[src/rtl/stepper_drv_seq.sv]
// Unipolar stepper sequencer: command-driven wave/full/half-step moves with abort,
// a signed position counter and a prescaled tick enable for step timing.
module stepper_drv_seq #(
    parameter int PRESC_W   = 12,
    parameter int PERIOD_W  = 16,
    parameter int COUNT_W   = 16,
    parameter int POS_W     = 24,
    parameter int IDLE_HOLD = 1
) (
    input  logic                CLK,
    input  logic                rstn,
    input  logic                cmd_valid,
    output logic                cmd_ready,
    input  logic                cmd_dir,
    input  logic [1:0]          cmd_mode,
    input  logic [COUNT_W-1:0]  cmd_steps,
    input  logic [PERIOD_W-1:0] cmd_period,
    input  logic                abort,
    output logic                busy,
    output logic                done,
    output logic                aborted,
    output logic [POS_W-1:0]    position,
    output logic                A1,
    output logic                B1,
    output logic                A2,
    output logic                B2
);

    // state   | meaning
    // IDLE    | waiting for a command, cmd_ready high
    // RUN     | issuing steps on tick/period boundaries
    // FIN     | one-cycle done pulse, then back to IDLE
    localparam logic [1:0] ST_IDLE = 2'd0;
    localparam logic [1:0] ST_RUN  = 2'd1;
    localparam logic [1:0] ST_FIN  = 2'd2;

    logic [1:0]          state_q,     state_d;
    logic [2:0]          idx_q,       idx_d;
    logic [PRESC_W-1:0]  presc_q,     presc_d;
    logic [PERIOD_W-1:0] timer_q,     timer_d;
    logic [PERIOD_W-1:0] period_q,    period_d;
    logic [COUNT_W-1:0]  remaining_q, remaining_d;
    logic                dir_q,       dir_d;
    logic                half_q,      half_d;
    logic [POS_W-1:0]    pos_q,       pos_d;
    logic                aborted_q,   aborted_d;
    logic [3:0]          coils_q,     coils_d;

    logic                tick;
    logic [2:0]          stride;
    logic [PERIOD_W-1:0] timer_inc;

    // coil vector order is {B2, A2, B1, A1}
    function automatic logic [3:0] phase_coils(input logic [2:0] idx);
        logic [3:0] c;
        case (idx)
            3'd0:    c = 4'b0001;
            3'd1:    c = 4'b0011;
            3'd2:    c = 4'b0010;
            3'd3:    c = 4'b0110;
            3'd4:    c = 4'b0100;
            3'd5:    c = 4'b1100;
            3'd6:    c = 4'b1000;
            default: c = 4'b1001;
        endcase
        return c;
    endfunction

    assign tick      = &presc_q;
    assign stride    = half_q ? 3'd1 : 3'd2;
    assign timer_inc = timer_q + PERIOD_W'(1);

    always_comb begin
        state_d     = state_q;
        idx_d       = idx_q;
        presc_d     = presc_q + PRESC_W'(1);
        timer_d     = timer_q;
        period_d    = period_q;
        remaining_d = remaining_q;
        dir_d       = dir_q;
        half_d      = half_q;
        pos_d       = pos_q;
        aborted_d   = aborted_q;

        case (state_q)
            ST_IDLE: begin
                if (cmd_valid) begin
                    dir_d       = cmd_dir;
                    half_d      = (cmd_mode == 2'd2);
                    period_d    = (cmd_period == '0) ? PERIOD_W'(1) : cmd_period;
                    remaining_d = cmd_steps;
                    aborted_d   = 1'b0;
                    presc_d     = '0;
                    timer_d     = '0;
                    // alignment puts wave on even phases and full on odd phases
                    case (cmd_mode)
                        2'd0:    idx_d = {idx_q[2:1], 1'b0};
                        2'd2:    idx_d = idx_q;
                        default: idx_d = {idx_q[2:1], 1'b1};
                    endcase
                    state_d = (cmd_steps == '0) ? ST_FIN : ST_RUN;
                end
            end
            ST_RUN: begin
                if (abort) begin
                    aborted_d = 1'b1;
                    state_d   = ST_FIN;
                end else if (tick) begin
                    if (timer_inc == period_q) begin
                        timer_d     = '0;
                        idx_d       = dir_q ? (idx_q + stride) : (idx_q - stride);
                        pos_d       = dir_q ? (pos_q + POS_W'(1)) : (pos_q - POS_W'(1));
                        remaining_d = remaining_q - COUNT_W'(1);
                        if (remaining_q == COUNT_W'(1)) begin
                            state_d = ST_FIN;
                        end
                    end else begin
                        timer_d = timer_inc;
                    end
                end
            end
            ST_FIN: begin
                state_d = ST_IDLE;
            end
            default: begin
                state_d = ST_IDLE;
            end
        endcase

        // coils follow the next index so a step is visible on the same edge it is taken
        if ((state_d == ST_IDLE) && (IDLE_HOLD == 0)) begin
            coils_d = 4'b0000;
        end else begin
            coils_d = phase_coils(idx_d);
        end
    end

    always_ff @(posedge CLK) begin
        if (!rstn) begin
            state_q     <= ST_IDLE;
            idx_q       <= '0;
            presc_q     <= '0;
            timer_q     <= '0;
            period_q    <= PERIOD_W'(1);
            remaining_q <= '0;
            dir_q       <= 1'b0;
            half_q      <= 1'b0;
            pos_q       <= '0;
            aborted_q   <= 1'b0;
            coils_q     <= 4'b0000;
        end else begin
            state_q     <= state_d;
            idx_q       <= idx_d;
            presc_q     <= presc_d;
            timer_q     <= timer_d;
            period_q    <= period_d;
            remaining_q <= remaining_d;
            dir_q       <= dir_d;
            half_q      <= half_d;
            pos_q       <= pos_d;
            aborted_q   <= aborted_d;
            coils_q     <= coils_d;
        end
    end

    assign cmd_ready = rstn && (state_q == ST_IDLE);
    assign busy      = (state_q == ST_RUN);
    assign done      = (state_q == ST_FIN);
    assign aborted   = aborted_q;
    assign position  = pos_q;
    assign A1        = coils_q[0];
    assign B1        = coils_q[1];
    assign A2        = coils_q[2];
    assign B2        = coils_q[3];

endmodule
[config.mk]
export PLATFORM = sky130hd
export DESIGN_NAME = stepper_drv_seq
export DESIGN_NICKNAME = d
export VERILOG_FILES = /design/src/rtl/stepper_drv_seq.sv
export SDC_FILE = /design/constraint.sdc
export NUM_CORES = 1
export LEC_CHECK = 0
export ABC_AREA = 1
export CAP_MARGIN = 10
export CORE_MARGIN = 2
export CORE_UTILIZATION = 50
export CTS_CLUSTER_DIAMETER = 30
export DETAILED_ROUTE_END_ITERATION = 7
export MAX_ROUTING_LAYER = met4
export PLACE_DENSITY = 0.72
export SETUP_SLACK_MARGIN = 0.2
export SYNTH_ARGS = -nofsm -noshare
export SYNTH_HDL_FRONTEND = slang
export SYNTH_SLANG_ARGS = --single-unit
export TNS_END_PERCENT = 50
[constraint.sdc]
create_clock -name CLK -period 7.8 [get_ports CLK]
set_input_delay 1.56 -clock CLK [delete_from_list [all_inputs] [get_ports CLK]]
set_output_delay 1.56 -clock CLK [all_outputs]
set_load 0.02 [all_outputs]
==> results of run 1 <==
## path summary, 6_finish.rpt
kind / slack, ns / start / cells after the start / end
setup / recovery: 2.48 / rstn / 5 / cmd_ready
hold reg to reg: 0.45 / presc_q[0]$_SDFF_PN0_ / 1 / presc_q[0]$_SDFF_PN0_
hold / removal: 0.45 / presc_q[0]$_SDFF_PN0_ / 1 / presc_q[0]$_SDFF_PN0_
setup reg to reg: 4.40 / state_q[0]$_SDFFE_PN0P_ / 13 / position[23]$_SDFFE_PN0P_
## per-stage QoR
| step | setup WS [ns] | std cells | power, mW | utilization | hold slack (ns) |
|---|---|---|---|---|---|
| finish | 2.483 | 1142 | 1.383 | 0.6067 | 0.4523 |
| global route | 2.364 | 1142 | 1.467 | 0.6067 | 0.4858 |
| CTS | 2.464 | 1142 | 1.393 | 0.6067 | 0.4592 |
| detailed placement | 2.451 | 1126 | 0.9294 | 0.5813 | 0.4428 |
| global placement | 2.461 | 1126 | 0.9262 | 0.5813 | 0.4304 |
| floorplan | 3.809 | 907 | 0.8349 | - | 0.4175 |
## area by class of cell
class                   instances  area, sq um
clock buffers                  11        252.7
multi-input cells             692         3784
flip-flops and latches         96         1922
clock inverters                 5        53.80
fillers                      1191         4743
repair buffers                 75        738.2
inverters                      95        357.8
well taps                     168        210.2
## cells by family (layout without fill, tap and decap cells)
logic type	after synthesis	count (layout)	synth area share
AOI/OAI and AO/OA	209	209	0.1867
and+or+nand+nor	424	424	0.3193
DFF	96	96	0.3110
adders and majority gates	29	29	0.06115
buffers and inverters	119	186	0.07714
xor gates and xnor gates	30	30	0.04475
## sequential cells by signal, indices dropped and copies added (netlist names)
register	cells
timer_q	16
remaining_q	16
period_q	16
presc_q	12
position	24
idx_q	3
aborted	1
dir_q	1
coils_q	4
state_q	2
half_q	1
## layout by cell type, fill, tap and decap left out, types with 5 or more instances in the layout
master	instances
nor2_1	83
a211oi_1	7
nand3_1	62
xor2_1	16
clkbuf_16	9
nor3_1	13
inv_1	89
nor4_1	10
a21oi_2	6
nand2_2	12
clkdlybuf4s50_1	70
xnor2_1	13
a31oi_1	12
buf_4	5
a21oi_1	75
ha_1	27
nand3_2	5
o21ai_1	7
nor2_2	6
nand4_1	34
inv_2	5
dfxtp_1	96
nand2_1	187
o21ai_0	83
## layer usage
layer | GRT usage | vias up | routed length, um
met5 | - | - | 0
met4 | 0.05542 | 0 | 130
met3 | 0.04217 | 9 | 528
met2 | 0.3937 | 100 | 6927
met1 | 0.3154 | 2656 | 7268
li1 | - | 3208 | -
## power breakdown
part           total, mW  internal, mW  switching (mW)
Combinational      0.363         0.133           0.230
Clock              0.461         0.266           0.195
Sequential         0.559         0.526          0.0337
==> results.md, run 1 <==
- Outcome: completed
- Drt drc: 0
- N_diodes: 0
- Max incr delay on CP: between 0.6 and 0.7 ns
- Core Rows: 40
- Max Buffers Root-to-Sink: 2
- Commonest register cell after synthesis: dfxtp_1
- WL final: between 10,000 and 15,000 um
- CTS clk-pin slew, worst paths: ~0.060 ns
- Kind of critical path: in2out
- Antenna viol nets, final: 0
- Die area: 0.01326 sq mm
- Crit path max fanout: 46
- Input/output buffers: 70
- Worst Max-Slew Pin Slew: roughly 0.8 ns
- Clk root buf: clkbuf_16
- MaxCap Viol Count: 0
- Post-Syn Area: just over 0.006 sq mm
- Top-count cell post-synth: nand2_1
- Syn avg cell area: between 6 and 7 sq um
- Area delta synth->final: 18.42%
- Final setup viols: 0
- Synth top area share: 0.3110
- CP cell instances: clkdlybuf4s50_1, buf_4, inv_1, nor2_1, clkdlybuf4s50_1
- Tcrit/Tclk final: 0.6817
- Initial Util: 0.5123
- CTS tree: done
- Static Leakage: ~3.1 nW
- Initial antenna violation count: 0
- Number of global-route vias before repair: 5,407
- Nets@finish: 1,037
- Worst vdd ir: 0.1429 mV
- Slowest-stage cell, CP: clkdlybuf4s50_1
- RSZ-0062 raised after global routing: no
- Clk_skew: between 0.008 and 0.009 ns
- Largest net degree at the start of global routing: 47
- DR pass1 iterations: 5
- Max_slew headroom: 0.4500
- Cts hold-fix bufs: 0
- IO Pins: approximately 70
- Postcts setup bufs: 0
- First-pass GRT wire length: approximately 25,000 um
- Distinct cell type count after synthesis: 48
- Crit-path most repeated cell: clkdlybuf4s50_1
- Post-Syn Nets: around 980
- Die height: about 120 um
- Startpoint Class: input pin
- GPL Wtd Cong: 0.8625
- Synthesized instance count: between 900 and 1,000
- Post-synth top cells: 187 x nand2_1, 96 x dfxtp_1, 89 x inv_1
- Vias: ~6,000
- Htree depth: 3
- EDFF count, synth: 0
- Clock sinks: 96
- Post_cts resized: 0
- F_max: around 190 MHz
- Crit. End Element: output pin
- Dpl hpwl: between 10,000 and 15,000 um
- Fraction of registers with async set/reset: 0
- Area after DPL: about 0.0070 sq mm
- Final instance area: about 0.0073 sq mm
- TritonCTS buffer count: 9
- Power Dens Cells: approximately 190 mW/mm^2
- Area leader, netlist: dfxtp_1
- Setup TNS: 0 ns
- Routed length per instance: between 10 and 15 um
- Clk Latency, worst-skew pair: approximately 0.36 ns
- Buf+Inv Stages, Crit Path: 4
- Minimum clock period: between 5 and 6 ns
- YS warnings: 0
- Worst path required time: approximately 6.2 ns
- Hold Crit Class: reg2reg
- Synthesis-stage register bit count: 96
- Fraction of layout cells with a size suffix above 1: 0.06776
- CP top delay family: buffers and inverters
- Core ar.: between 0.01 and 0.015 sq mm
- Fin. max-slew vios: 0
- Die width: 115.2 um
- Synth area leaders: dfxtp_1 31%, nand2_1 11%, o21ai_0 6.7%
- Gr ovfl total: 0
- Arr. time, crit path: 3.76 ns
- Final hold violation count: 0
- DR iter-0 viols: 386
- DR vias/cell: 5.230
- Tot GR Track Use: 0.2422
- Proportion of synthesized chip area in sequential cells: 0.3110
(Power assumes the default switching activity.)
==> run 2: changes to the inputs <==
==> constraint.sdc (replaced) <==
create_clock -name CLK -period 5.19 [get_ports CLK]
set_input_delay 1.038 -clock CLK [delete_from_list [all_inputs] [get_ports CLK]]
set_output_delay 1.038 -clock CLK [all_outputs]
set_load 0.02 [all_outputs]
==> results.md, run 2 (synthesis gave the netlist of run 1 again) <==
- Worst vdd ir: 0.2288 mV
- Clk root buf: clkbuf_16
- Total power: 2.065 mW
- FILL cells: 1,151
- Core Rows: 40
- Clock sinks: between 90 and 100
- Max_slew headroom: 0.4065
- Minimum clock period: between 3 and 4 ns
- Sequential cell area: between 0.0015 and 0.002 sq mm
- Die height: 115.2 um
- DR iter-0 viols: between 300 and 400
- Crit path max fanout: 23
- Final setup viols: 0
- Area after DPL: around 0.007 sq mm
- Hold Crit Class: reg2reg
- N_diodes: 0
- Max Buffers Root-to-Sink: 2
- Cts hold-fix bufs: 0
- MaxCap Viol Count: 0
- Initial Util: 0.5123
- DR pass1 iterations: 5
- Area delta synth->final: 18.28%
- Power Dens Cells: between 200 and 300 mW/mm^2
- Largest net degree at the start of global routing: 46
- Crit. End Element: output pin
- RSZ-0062 raised after global routing: no
- Postcts setup bufs: 0
- Max FFs per register: 24
- Clk_skew: about 0.0085 ns
- CTS tree: done
- Startpoint Class: input pin
- CTS clk-pin slew, worst paths: around 0.060 ns
- Routed length per instance: approximately 13 um
- Most common cell after layout, fill and taps aside: nand2_1
- Outcome: completed
- Static Leakage: 3.110 nW
- Initial antenna violation count: 0
- Vias: 6,057
- First-pass GRT wire length: 25,330 um
- WL final: 15,010 um
- Post_cts resized: 0
- Core ar.: 0.01206 sq mm
- Nets@finish: a little over 1,000
- Worst Max-Slew Pin Slew: 0.8892 ns
- Antenna viol nets, final: 0
- Die area: 0.01326 sq mm
- Drt drc: 0
- Htree depth: 3
- TritonCTS buffer count: 9
- Worst path required time: around 4.2 ns
- Clk Latency, worst-skew pair: about 0.35 ns
- Tcrit/Tclk final: 0.6926
- Multi-input logic area: roughly 0.0038 sq mm
- Input/output buffers: 70
- Final instance area: roughly 0.0073 sq mm
- Final hold violation count: 0
- DR vias/cell: ~5.3
- Fraction of layout cells with a size suffix above 1: 0.06776
- Tot GR Track Use: 0.2425
- Kind of critical path: in2out
- Number of global-route vias before repair: between 5,000 and 6,000
- Dpl hpwl: 10,870 um
- GPL Wtd Cong: between 0.8 and 0.9
- Arr. time, crit path: roughly 2.6 ns
- F_max: roughly 280 MHz
- Gr ovfl total: 0
- Fin. max-slew vios: 0
- Die width: between 100 and 150 um
- Setup TNS: 0 ns
- IO Pins: 71
- Most frequent cells in the layout: 187 x nand2_1, 96 x dfxtp_1, 89 x inv_1
run 2: power by group:
group | switching, mW | internal [mW]
Sequential | 0.0503 | 0.790
Combinational | 0.347 | 0.199
Clock | 0.294 | 0.384
Total | 0.691 | 1.37
run 2: path summary, 6_finish.rpt:
kind	startpoint	end	slack [ns]	cells after the start
worst max-delay path	rstn	cmd_ready	1.60	5
worst min-delay path	presc_q[0]$_SDFF_PN0_	presc_q[0]$_SDFF_PN0_	0.46	1
worst max register to register	dir_q$_SDFFE_PN0P_	position[18]$_SDFFE_PN0P_	2.01	11
worst min register to register	presc_q[0]$_SDFF_PN0_	presc_q[0]$_SDFF_PN0_	0.46	1
run 2: final cells by class:
type,count,area share
tap,168,0.02876
multi-input combinational,692,0.5176
inverter,95,0.04896
clock inverter,6,0.008045
clock buffer,10,0.03269
sequential,96,0.2629
timing repair buffer,75,0.1010
run 2: metrics by stage:
stage          utilization  setup slack (ns)  cells  hold slack (ns)
2_1_floorplan            -             2.243    907           0.4175
3_3_place_gp        0.5813             1.590   1126           0.4307
3_5_place_dp        0.5813             1.584   1126           0.4370
4_1_cts             0.6060             1.585   1142           0.4538
5_1_grt             0.6060             1.559   1142           0.4895
6_report            0.6060             1.595   1142           0.4554
run 2: layer usage:
layer  track usage  wire length, um
met1        0.3022             7224
met2        0.3980             6891
met5             -                0
met3       0.04481              630
met4       0.07791              261
run 2: critical path, cell delays in order:
cell and delay (ns):
clkdlybuf4s50_1 0.48, inv_1 0.04, buf_4 0.21, nor2_1 0.16, clkdlybuf4s50_1 0.62
==> run 3: changes to the inputs <==
==> constraint.sdc (replaced) <==
create_clock -name CLK -period 3.5 [get_ports CLK]
set_input_delay 0.7 -clock CLK [delete_from_list [all_inputs] [get_ports CLK]]
set_output_delay 0.7 -clock CLK [all_outputs]
set_load 0.02 [all_outputs]
==> results.md, run 3 (synthesis gave the netlist of run 1 again) <==
- Fraction of layout cells with a size suffix above 1: 0.06858
- Crit. End Element: register
- Max FFs per register: 24
- Worst vdd ir: about 0.34 mV
- GPL Wtd Cong: 0.9046
- RR Startpoint: dir_q$_SDFFE_PN0P_
- MaxCap Viol Count: 0
- F_max: around 340 MHz
- Dpl hpwl: between 10,000 and 15,000 um
- Antenna viol nets, final: 0
- Static Leakage: approximately 3.1 nW
- Launch point of the worst hold path: presc_q[0]$_SDFF_PN0_
- Met2 wire len: around 7000 um
- Largest net degree at the start of global routing: 46
- First-pass GRT wire length: approximately 25,000 um
- Max incr delay on CP: roughly 0.37 ns
- Nets@finish: between 1,000 and 1,500
- Fin. max-slew vios: 0
- Max Buffers Root-to-Sink: 2
- DR iter-0 viols: 350
- Outcome: completed
- Final setup viols: 0
- N_diodes: 0
- Hold Crit Class: reg2reg
- Gr ovfl total: 0
- Routed length per instance: 13.41 um
- Die width: approximately 120 um
- Arr. time, crit path: between 3 and 4 ns
- DR vias/cell: about 5.3
- WL final: approximately 15,000 um
- Hold Path Cell Cnt: 1
- Inst Count DP: ~1,100
- CTS tree: done
- TritonCTS buffer count: 9
- Kind of critical path: reg2reg
- Worst Max-Slew Pin Slew: 0.7934 ns
- Clk root buf: clkbuf_16
- Post_cts resized: 0
- Area delta synth->final: 18.85%
- Minimum clock period: a little under 3 ns
- Most common cell after layout, fill and taps aside: nand2_1
- Die area: 0.01326 sq mm
- Power Dens Cells: around 420 mW/mm^2
- Final hold violation count: 0
- Worst reg2reg path depth: 11
- Setup TNS: 0 ns
- Slowest-stage cell, CP: ha_1
- CTS clk-pin slew, worst paths: around 0.06 ns
- DR pass1 iterations: 5
- Post-Route M1 WL: around 7300 um
- Max_slew headroom: 0.4662
- Core Rows: 40
- Crit-path most repeated cell: a21oi_1
- Clk_skew: roughly 0.0065 ns
- Cts hold-fix bufs: 0
- Clk Latency, worst-skew pair: roughly 0.35 ns
- Die height: between 100 and 150 um
- CP top delay family: compound AO/OA/AOI/OAI gates
- Core ar.: 0.01206 sq mm
- Input/output buffers: 70
- Tcrit/Tclk final: 0.8418
- Startpoint Class: register
- Vias: about 6,100
- Initial Util: 0.5123
- Crit path max fanout: 12
- Drt drc: 0
- Most frequent cells in the layout: 187 x nand2_1, 96 x dfxtp_1, 89 x inv_1
- Number of global-route vias before repair: around 5,500
- Postcts setup bufs: 0
- Routed length on met3: approximately 760 um
- Worst r2r dst: position[18]$_SDFFE_PN0P_
- Worst path required time: between 3 and 4 ns
- IO Pins: between 70 and 80
- Tot GR Track Use: 0.2458
- Worst R2R Setup Slack: 0.55 ns
- Highest Signal Layer: met4
- Htree depth: 3
- CP cell instances: inv_1, ha_1, a21oi_1, nand2_1, a21boi_0, o21ai_0, a21oi_1, o21bai_1, a21oi_1, xor2_1, a21oi_1
- Hold Path End: presc_q[0]$_SDFF_PN0_
- RSZ-0062 raised after global routing: no
- Post-Layout Cell Count: ~1,100
- Initial antenna violation count: 0
- WHS: approximately 0.45 ns
- Clock sinks: 96
- Buf+Inv Stages, Crit Path: 1
==> run 3: metrics by stage <==
step                instance area (sq um)  setup WS, ns  total power, mW  utilization
CTS                                  7345        0.5987            3.122       0.6089
finish                               7345        0.5539            3.104       0.6089
floorplan                            6180        0.8973            1.861            -
global placement                     7042        0.6661            2.069       0.5838
global route                         7345        0.2225            3.293       0.6089
detailed placement                   7042        0.5892            2.075       0.5838
==> run 3: layout make-up <==
class / instances / area, sq um
tap: 168 / 210.2
sequential: 96 / 1922
inverter: 95 / 357.8
multi-input combinational: 692 / 3784
timing repair buffer: 79 / 768.2
fill: 1100 / 4717
clock buffer: 11 / 232.7
clock inverter: 4 / 70.07
==> run 3: worst reg2reg max path: stages (launching register included) <==
cell and delay [ns]:
dfxtp_1 0.34, inv_1 0.35, ha_1 0.37, a21oi_1 0.14, nand2_1 0.12, a21boi_0 0.31, o21ai_0 0.22, a21oi_1 0.30
o21bai_1 0.18, a21oi_1 0.22, xor2_1 0.18, a21oi_1 0.08
==> run 3: how the worst max path moves through the flow <==
stage                        from                   endpoint  cells after the start
4_1_cts        dir_q$_SDFFE_PN0P_  position[18]$_SDFFE_PN0P_                     11
5_1_grt        dir_q$_SDFFE_PN0P_  position[18]$_SDFFE_PN0P_                     11
6_report       dir_q$_SDFFE_PN0P_  position[18]$_SDFFE_PN0P_                     11
2_1_floorplan  dir_q$_SDFFE_PN0P_  position[18]$_SDFFE_PN0P_                     11
3_5_place_dp                abort  position[12]$_SDFFE_PN0P_                     10
3_3_place_gp   dir_q$_SDFFE_PN0P_  position[18]$_SDFFE_PN0P_                     11
==> run 3: layer usage <==
metal  vias to the layer above  global-route usage
met4                         0             0.06024
li1                       3220                   -
met3                        14             0.05430
met1                      2732              0.3065
met2                       150              0.4059
met5                         -                   -
==> run 3: report_power, final <==
group          switching (mW)  leakage [nW]  internal (mW)  total (mW)
Sequential             0.0766         0.783           1.17        1.25
Clock                   0.418         0.149          0.621        1.04
Combinational           0.519          2.20          0.298       0.817
Total                    1.01          3.13           2.09        3.10
